File: src/rtl/morning_alarm.sv
// Alarm controller for the morning clock.
// Resynchronises the running time count, compares it against a programmable alarm time and
// drives a buzzer square wave plus status flags. Supports snooze, manual stop and auto-timeout.
//
// Ports:
//   clk                  system clock
//   x_clr                synchronous active-low reset
//   sec_in/min_in/hour_in  running time, asynchronous to clk
//   alarm_en             level, alarm enabled
//   alarm_set            rising edge loads alarm_hour_in/alarm_min_in (if valid)
//   snooze_btn/stop_btn  debounced levels, rising edge is the event
//   alarm_hour/alarm_min stored alarm time
//   ringing              high while ringing
//   snooze_active        high while snoozing
//   buzzer               square wave while ringing, otherwise 0
module morning_alarm #(
  parameter int unsigned RING_SECONDS     = 60,
  parameter int unsigned SNOOZE_MINUTES   = 5,
  parameter int unsigned BUZZ_HALF_PERIOD = 25000,
  parameter int unsigned ALARM_RST_HOUR   = 6,
  parameter int unsigned ALARM_RST_MIN    = 30
) (
  input  logic       clk,
  input  logic       x_clr,
  input  logic [5:0] sec_in,
  input  logic [5:0] min_in,
  input  logic [4:0] hour_in,
  input  logic       alarm_en,
  input  logic       alarm_set,
  input  logic [4:0] alarm_hour_in,
  input  logic [5:0] alarm_min_in,
  input  logic       snooze_btn,
  input  logic       stop_btn,
  output logic [4:0] alarm_hour,
  output logic [5:0] alarm_min,
  output logic       ringing,
  output logic       snooze_active,
  output logic       buzzer
);

  localparam int unsigned DivW = (BUZZ_HALF_PERIOD > 1) ? $clog2(BUZZ_HALF_PERIOD) : 1;

  typedef enum logic [1:0] {StIdle, StArmed, StRinging, StSnooze} state_e;

  state_e state_q, state_d;

  // Two-flop synchronisers plus a delayed copy of seconds for tick detection.
  logic [5:0] sec_m, sec_s, sec_dly;
  logic [5:0] min_m, min_s;
  logic [4:0] hour_m, hour_s;
  logic       set_dly, snz_dly, stop_dly;

  logic [4:0] alarm_hour_q;
  logic [5:0] alarm_min_q;
  logic [4:0] snz_hour_q;
  logic [5:0] snz_min_q;
  logic [5:0] ring_cnt_q;
  logic [DivW-1:0] div_q;
  logic       buzzer_q, ringing_q, snooze_q;
  logic       ringing_d, snooze_d;

  logic       sec_tick, set_edge, snz_edge, stop_edge, load_valid, match;
  logic [4:0] tgt_hour;
  logic [5:0] tgt_min;
  logic [6:0] snz_sum;
  logic [4:0] snz_hour_d;
  logic [5:0] snz_min_d;

  always_ff @(posedge clk) begin
    if (!x_clr) begin
      sec_m    <= '0;
      sec_s    <= '0;
      sec_dly  <= '0;
      min_m    <= '0;
      min_s    <= '0;
      hour_m   <= '0;
      hour_s   <= '0;
      set_dly  <= 1'b0;
      snz_dly  <= 1'b0;
      stop_dly <= 1'b0;
    end else begin
      sec_m    <= sec_in;
      sec_s    <= sec_m;
      sec_dly  <= sec_s;
      min_m    <= min_in;
      min_s    <= min_m;
      hour_m   <= hour_in;
      hour_s   <= hour_m;
      set_dly  <= alarm_set;
      snz_dly  <= snooze_btn;
      stop_dly <= stop_btn;
    end
  end

  assign sec_tick   = (sec_s != sec_dly);
  assign set_edge   = alarm_set & ~set_dly;
  assign snz_edge   = snooze_btn & ~snz_dly;
  assign stop_edge  = stop_btn & ~stop_dly;
  assign load_valid = set_edge && (alarm_hour_in <= 5'd23) && (alarm_min_in <= 6'd59);

  // Compare target depends on whether we wait for the alarm or for the snooze expiry.
  assign tgt_hour = (state_q == StSnooze) ? snz_hour_q : alarm_hour_q;
  assign tgt_min  = (state_q == StSnooze) ? snz_min_q  : alarm_min_q;
  assign match    = sec_tick && (sec_s == 6'd0) && (hour_s == tgt_hour) && (min_s == tgt_min);

  assign snz_sum = {1'b0, min_s} + 7'(SNOOZE_MINUTES);
  always_comb begin
    snz_hour_d = hour_s;
    snz_min_d  = snz_sum[5:0];
    if (snz_sum >= 7'd60) begin
      snz_min_d  = 6'(snz_sum - 7'd60);
      snz_hour_d = (hour_s == 5'd23) ? 5'd0 : hour_s + 5'd1;
    end
  end

  // State register
  always_ff @(posedge clk) begin
    if (!x_clr) state_q <= StIdle;
    else        state_q <= state_d;
  end

  // Next-state logic
  always_comb begin
    state_d = state_q;
    if (!alarm_en) begin
      state_d = StIdle;
    end else begin
      unique case (state_q)
        StIdle:  state_d = StArmed;
        StArmed: begin
          if (!load_valid && match) state_d = StRinging;
        end
        StRinging: begin
          if (load_valid || stop_edge) state_d = StArmed;
          else if (snz_edge)           state_d = StSnooze;
          else if (sec_tick && (ring_cnt_q == 6'(RING_SECONDS - 1))) state_d = StArmed;
        end
        StSnooze: begin
          if (load_valid || stop_edge) state_d = StArmed;
          else if (match)              state_d = StRinging;
        end
        default: state_d = StIdle;
      endcase
    end
  end

  // Output decode, registered below so the flags line up with state_q.
  always_comb begin
    ringing_d = (state_d == StRinging);
    snooze_d  = (state_d == StSnooze);
  end

  always_ff @(posedge clk) begin
    if (!x_clr) begin
      alarm_hour_q <= 5'(ALARM_RST_HOUR);
      alarm_min_q  <= 6'(ALARM_RST_MIN);
      snz_hour_q   <= '0;
      snz_min_q    <= '0;
      ring_cnt_q   <= '0;
      div_q        <= '0;
      buzzer_q     <= 1'b0;
      ringing_q    <= 1'b0;
      snooze_q     <= 1'b0;
    end else begin
      ringing_q <= ringing_d;
      snooze_q  <= snooze_d;
      if (load_valid) begin
        alarm_hour_q <= alarm_hour_in;
        alarm_min_q  <= alarm_min_in;
      end
      if (state_q == StRinging && state_d == StSnooze) begin
        snz_hour_q <= snz_hour_d;
        snz_min_q  <= snz_min_d;
      end
      if (state_d == StRinging && state_q != StRinging) begin
        ring_cnt_q <= '0;
      end else if (state_q == StRinging && sec_tick) begin
        ring_cnt_q <= ring_cnt_q + 6'd1;
      end
      // Divider runs only while staying in RINGING; silenced on the exit edge.
      if (state_d != StRinging || state_q != StRinging) begin
        div_q    <= '0;
        buzzer_q <= 1'b0;
      end else if (div_q == DivW'(BUZZ_HALF_PERIOD - 1)) begin
        div_q    <= '0;
        buzzer_q <= ~buzzer_q;
      end else begin
        div_q <= div_q + DivW'(1);
      end
    end
  end

  assign alarm_hour    = alarm_hour_q;
  assign alarm_min     = alarm_min_q;
  assign ringing       = ringing_q;
  assign snooze_active = snooze_q;
  assign buzzer        = buzzer_q;

endmodule
File: config.mk
export PLATFORM = sky130hd
export DESIGN_NAME = morning_alarm
export DESIGN_NICKNAME = d
export VERILOG_FILES = /design/src/rtl/morning_alarm.sv
export SDC_FILE = /design/constraint.sdc
export NUM_CORES = 1
export LEC_CHECK = 0
export CAP_MARGIN = 5
export CORE_UTILIZATION = 31
export CTS_CLUSTER_DIAMETER = 80
export DETAILED_ROUTE_END_ITERATION = 6
export PLACE_DENSITY = 0.55
export RECOVER_POWER = 25
export SLEW_MARGIN = 20
export SYNTH_ARGS = -nofsm -noshare
export SYNTH_HDL_FRONTEND = slang
export SYNTH_SLANG_ARGS = --single-unit
export TNS_END_PERCENT = 20
File: constraint.sdc
create_clock -name clk -period 3.1 [get_ports clk]
set_input_delay 0.31 -clock clk [delete_from_list [all_inputs] [get_ports clk]]
set_output_delay 0.31 -clock clk [all_outputs]
set_load 0.02 [all_outputs]
# Word level (Yosys, flattened, before mapping)
# Cells that the tools add are included.
[totals] regBits=91 input_bits=34 out_inout_bits=14 elab_cells=80
[classes] n_addsub=5 n_lt_le_gt_ge=3 n_eq_ne=13 muxes=13 bitwise=8 n_reduce_logical=18
[ops] cell="adder 15 x 1 -> 15 bit (second input constant)" count=1
[ops] cell="equality test 15 bit (second input constant)" count=1
[ops] cell="2-to-1 mux 5 bit" count=3
[ops] cell="2-to-1 mux 2 bit" count=7
[ops] cell="2-to-1 mux 6 bit" count=2
[ops] cell="logical AND 1 bit" count=10
[ops] cell="equality test 2 bit (second input constant)" count=4
[ops] cell="case mux 2 bit (4 select lines)" count=1
[ops] cell="adder 6 x 3 -> 7 bit (second input constant)" count=1
[ops] cell=">= comparator 7 x 6 -> 1 bit (second input constant)" count=1
[ops] cell="adder 6 x 1 -> 6 bit (second input constant)" count=1
[ops] cell="equality test 6 bit" count=1
[ops] cell="equality test 6 bit (second input constant)" count=1
[ops] cell="<= comparator 6 bit (second input constant)" count=1
[ops] cell="zero test 6 bit" count=1
[ops] cell="!= test 6 bit" count=1
[ops] cell="subtractor 6 bit (second input constant)" count=1
[ops] cell="adder 5 x 1 -> 5 bit (second input constant)" count=1
[ops] cell="equality test 5 bit" count=1
[ops] cell="equality test 5 bit (second input constant)" count=1
[ops] cell="<= comparator 5 bit (second input constant)" count=1
[ops] cell="NOT 1 bit" count=5
[ops] cell="!= test 2 bit (second input constant)" count=2
[ops] cell="OR reduction 2 bit" count=2
[ops] cell="other kinds (6)" count=9

# Longest topological paths before layout
[logic_depth] word_depth=12 depth_mapped=10 mapped_depth_nobuf=9

# Worst setup path after synthesis
# No wires, ideal clock.
[synth_path] path_kind="register -> register" from="reg min_s[2]" to="reg snz_hour_q[3]" setup_time_ps=74 arrival_time_ps=2291 required_ps=3026 setup_slack_ps=735 stages_incl_launch_ff=11 n_path_buf=1 synth_period_minus_slack_ps=2365 cell_sequence="dfxtp_1 > clkbuf_1 > a21oi_1 > xnor2_1 > ha_1 > nand2_1 > a21boi_0 > o21ai_1 > nand4_1 > a211o_1 > a31oi_1"
[synth_between] elab_chain_cells=8 elab_cells_between_ends=13 classes_between="add/sub (1); order compare (1); eq/ne (2); mux (6); reduce/logical (3)"
[synth_rtl] element="start, declared" line_no="49" text="logic [5:0] min_m, min_s;"
[synth_rtl] element="start signal, assigned" line_no="86" text="min_s <= min_m;"
[synth_rtl] element="branches (longest 8 deep; another with adder 6 x 3 -> 7 bit)"
[synth_rtl] element="end signal, assigned" line_no="172" text="snz_hour_q <= snz_hour_d;"
[synth_rtl] element="end, declared" line_no="55" text="logic [4:0] snz_hour_q;"
# Parallel ways; which one is timed is not known.
# A chain may end at the register's enable or synchronous reset.

# Worst setup path after layout
[layout_path] from="reg min_s[0]" to="reg snz_hour_q[3]"
# Same word-level chain as after synthesis.

==> flow_summary.yaml <==
outcome:
  run_status: "finished, final reports clean"
logic_synthesis:
  synth_compound_gate_area_share_pct: 8.956
  post_synth_fa_ha_maj_area_fraction_pct: 2.144
  syn-cell-area_sq_mm: 0.003968
  synthDominantCellAreaShare_pct: 45.92
  seq_area_frac_synth_pct: 45.92
  synth_top_family_by_area: "simple AND/OR/NAND/NOR gates"
  synth_cells: 424
  synth.top_cells.by_area: "sky130_fd_sc_hd__dfxtp_1 (46%), sky130_fd_sc_hd__and2_1 (6.9%), sky130_fd_sc_hd__mux2i_1 (5.0%)"
  yosysMostFrequentCell: "sky130_fd_sc_hd__dfxtp_1"
  synth_enable_flop_cells: 0
  post-synth-top-area-cell: "sky130_fd_sc_hd__dfxtp_1"
  ys_top_cells_by_count: "sky130_fd_sc_hd__dfxtp_1 (91), sky130_fd_sc_hd__and2_1 (44), sky130_fd_sc_hd__nand2_1 (33)"
  async_flop_share_pct: 0
  synth_xor_area_share_pct: 7.947
  mappedNetlistNets: 464
  synth-simple-area-share_pct: 26.36
  syn-mean-instance-area_sq_um: 9.357
  synth_ff_type: "sky130_fd_sc_hd__dfxtp_1"
  muxShareOfSynthArea_pct: 5.046
  yosysWarningCount: 0
  synth.distinct_cells: 52
  post_synthesis_register_bit_count: 91
die:
  die_h_microns: 115.1
  row_count: 40
  start_util_pct: 32.36
  floorplan.die.width_microns: 115.1
  die_area_sq_mm: 0.01325
  pin_count: 48
  floorplan_core_area_sq_mm: 0.01226
sta:
  rsz0062_at_grt: "no"
  report.final.slew_viol_count: 0
  min_period_over_period_pct: 83.56
  post-route-min-period_ns: 2.590
  timing.slew.headroom_pct: 5.018
  worstMarginPinSlew_ns: 1.425
  hold_ws_ns: 0.4326
  final_hold_violating_endpoints: 0
  fin_skew_ns: 0.006919
  fmax_mhz: 386.0
  fin_tns_setup_ns: 0
  finalSetupViolations: 0
clocking:
  clock_tree.root_cell: "sky130_fd_sc_hd__clkbuf_16"
  tritoncts: "built"
  cts.repair.resized: 0
  insertion_delay_ns: 0.34
  holdBufCountCts: 0
  numCtsBuffers: 9
  cts_sinks: 91
  maximum_clock_path_buffer_count: 2
  ctsHtreeMaxLevel: 3
  buffers_inserted_by_post_cts_timing_repair: 0
  clk_pin_slew_worst_paths_ns: 0.06
finish:
  finalNetCount: 508
  post_route_standard_cell_area_excluding_fillers_sq_mm: 0.004852
  seq_area_sq_mm: 0.001822
  max_flop_register: "div_q"
  syn2layout_area_growth_pct: 22.30
  multi_input_area_sq_mm: 0.002002
  fraction_of_layout_instances_using_a_drive_strength_above_1_pct: 5.508
  antennaDiodeCount: 0
  largest_register_ffs: 15
  fill_cells: 1237
setup_path:
  cp_max_fo: 8
  worst_ep_required_time_ns: 3.37
  timing.critical_path.to_type: "register"
  path_class: "register to register"
  r2r-start: "min_s[0]"
  start_kind: "register"
  timing.critical_path.from: "min_s[0]"
  crit_arrival_ns: 2.86
detailed_routing:
  number_of_nets_still_failing_antenna_checks_after_routing: 0
  wl_per_cell_microns: 12.95
  route.detailed.drc: 0
  detailroute.via_count: 2991
  drt-pass1-iter-count: 6
  viasPerCell: 4.673
  post_detailed_routing_wire_length_mm: 8.287
  detailedRoute.firstIterationViolations: 156
pwr:
  ir_worst_vdd_mv: 0.3277
  total_power_w: 0.002417
  p_leak_nw: 1.805
  pwr_density_cell_mw_per_mm2: 498.1
global_routing:
  grt_antenna_before_repair: 0
  remaining_global_route_overflow: 0
  grt_pass1_vias: 2829
  grt_first_pass_wirelength_mm: 13.79
  gr-usage-all-layers_pct: 13.58
  grt_max_degree: 49
placed_design:
  place_congestion: 0.8096
  placement.io_buffers: 47
  placed_cell_area_sq_mm: 0.004589
  place.detailed.hpwl_mm: 5.889
flow_run:
  cap_viol_max_count: 0
hold_path:
  timing.hold.worst.start: "sec_m[4]"
  hold_path.class: "register to register"
==> cell usage in the layout (no fill, tap or decap), types with 4 or more instances in the layout <==
cell type                         instances
sky130_fd_sc_hd__nor3b_1                  4
sky130_fd_sc_hd__clkbuf_16                9
sky130_fd_sc_hd__nor3_1                  21
sky130_fd_sc_hd__a21oi_1                 12
sky130_fd_sc_hd__dfxtp_1                 91
sky130_fd_sc_hd__inv_1                   12
sky130_fd_sc_hd__ha_1                     6
sky130_fd_sc_hd__nand4_1                  9
sky130_fd_sc_hd__nor2_1                  15
sky130_fd_sc_hd__and2_1                  43
sky130_fd_sc_hd__clkdlybuf4s50_1         46
sky130_fd_sc_hd__a31oi_1                  5
sky130_fd_sc_hd__nand2b_1                 7
sky130_fd_sc_hd__xor2_1                  17
sky130_fd_sc_hd__nand2_1                 33
sky130_fd_sc_hd__mux2i_1                 20
sky130_fd_sc_hd__o21ai_0                 18
sky130_fd_sc_hd__nor2b_1                 11
sky130_fd_sc_hd__xnor2_1                 19
sky130_fd_sc_hd__nand3_1                 16
sky130_fd_sc_hd__buf_4                    5
==> per-stage QoR <==
| step | instances | setup slack, ns | utilization, % |
|---|---|---|---|
| after floorplan | 424 | 0.7347 | - |
| after global placement | 625 | 0.5347 | 37.43 |
| after detailed placement | 625 | 0.4394 | 37.43 |
| after CTS | 640 | 0.5451 | 39.61 |
| after global routing | 640 | 0.2601 | 39.57 |
| final | 640 | 0.5097 | 39.57 |
==> power breakdown <==
group	total (W)	leakage (nW)	switching [W]	internal, W
Combinational	0.000189	0.932	0.0000841	0.000105
Clock	0.000992	0.129	0.000449	0.000543
Sequential	0.00124	0.744	0.0000328	0.00120
Total	0.00242	1.80	0.000566	0.00185
==> final timing paths <==
check             slack, ns  cells after the start       endpoint
setup reg to reg       0.51                     10  snz_hour_q[3]
setup / recovery       0.51                     10  snz_hour_q[3]
hold reg to reg        0.43                      1       sec_s[4]
hold / removal         0.43                      1       sec_s[4]
==> critical path: stages, from the launching register on <==
cell	delay (ns)
sky130_fd_sc_hd__dfxtp_1	0.50
sky130_fd_sc_hd__ha_1	0.32
sky130_fd_sc_hd__xnor2_1	0.22
sky130_fd_sc_hd__ha_1	0.30
sky130_fd_sc_hd__nand2_1	0.08
sky130_fd_sc_hd__a21boi_0	0.13
sky130_fd_sc_hd__o21ai_1	0.22
sky130_fd_sc_hd__buf_4	0.20
sky130_fd_sc_hd__nand4_1	0.12
sky130_fd_sc_hd__a211o_1	0.29
sky130_fd_sc_hd__a31oi_1	0.14
==> cell type report <==
cell class,instances,share of cell area (%)
inverters,12,0.9283
well taps,168,4.332
clock buffers,10,4.719
flip-flops and latches,91,37.55
repair buffers,53,10.42
multi-input cells,301,41.26
clock inverters,5,0.7994
==> routing by layer <==
layer	vias to the layer above	GRT usage (%)	wire length (microns)
met2	58	21.12	3610
met1	1375	17.57	4241
met3	9	4.270	318
li1	1549	-	-
met4	0	5.195	117
met5	-	0	0
==> kinds of logic after synthesis <==
kind of cell    count (synthesis)
fa+ha+maj                       7
compound gates                 54
xor+xnor                       36
flops                          91
mux                            20
simple gates                  184
buf+inv                        32
Note: power is estimated with default switching activity, not from simulation.
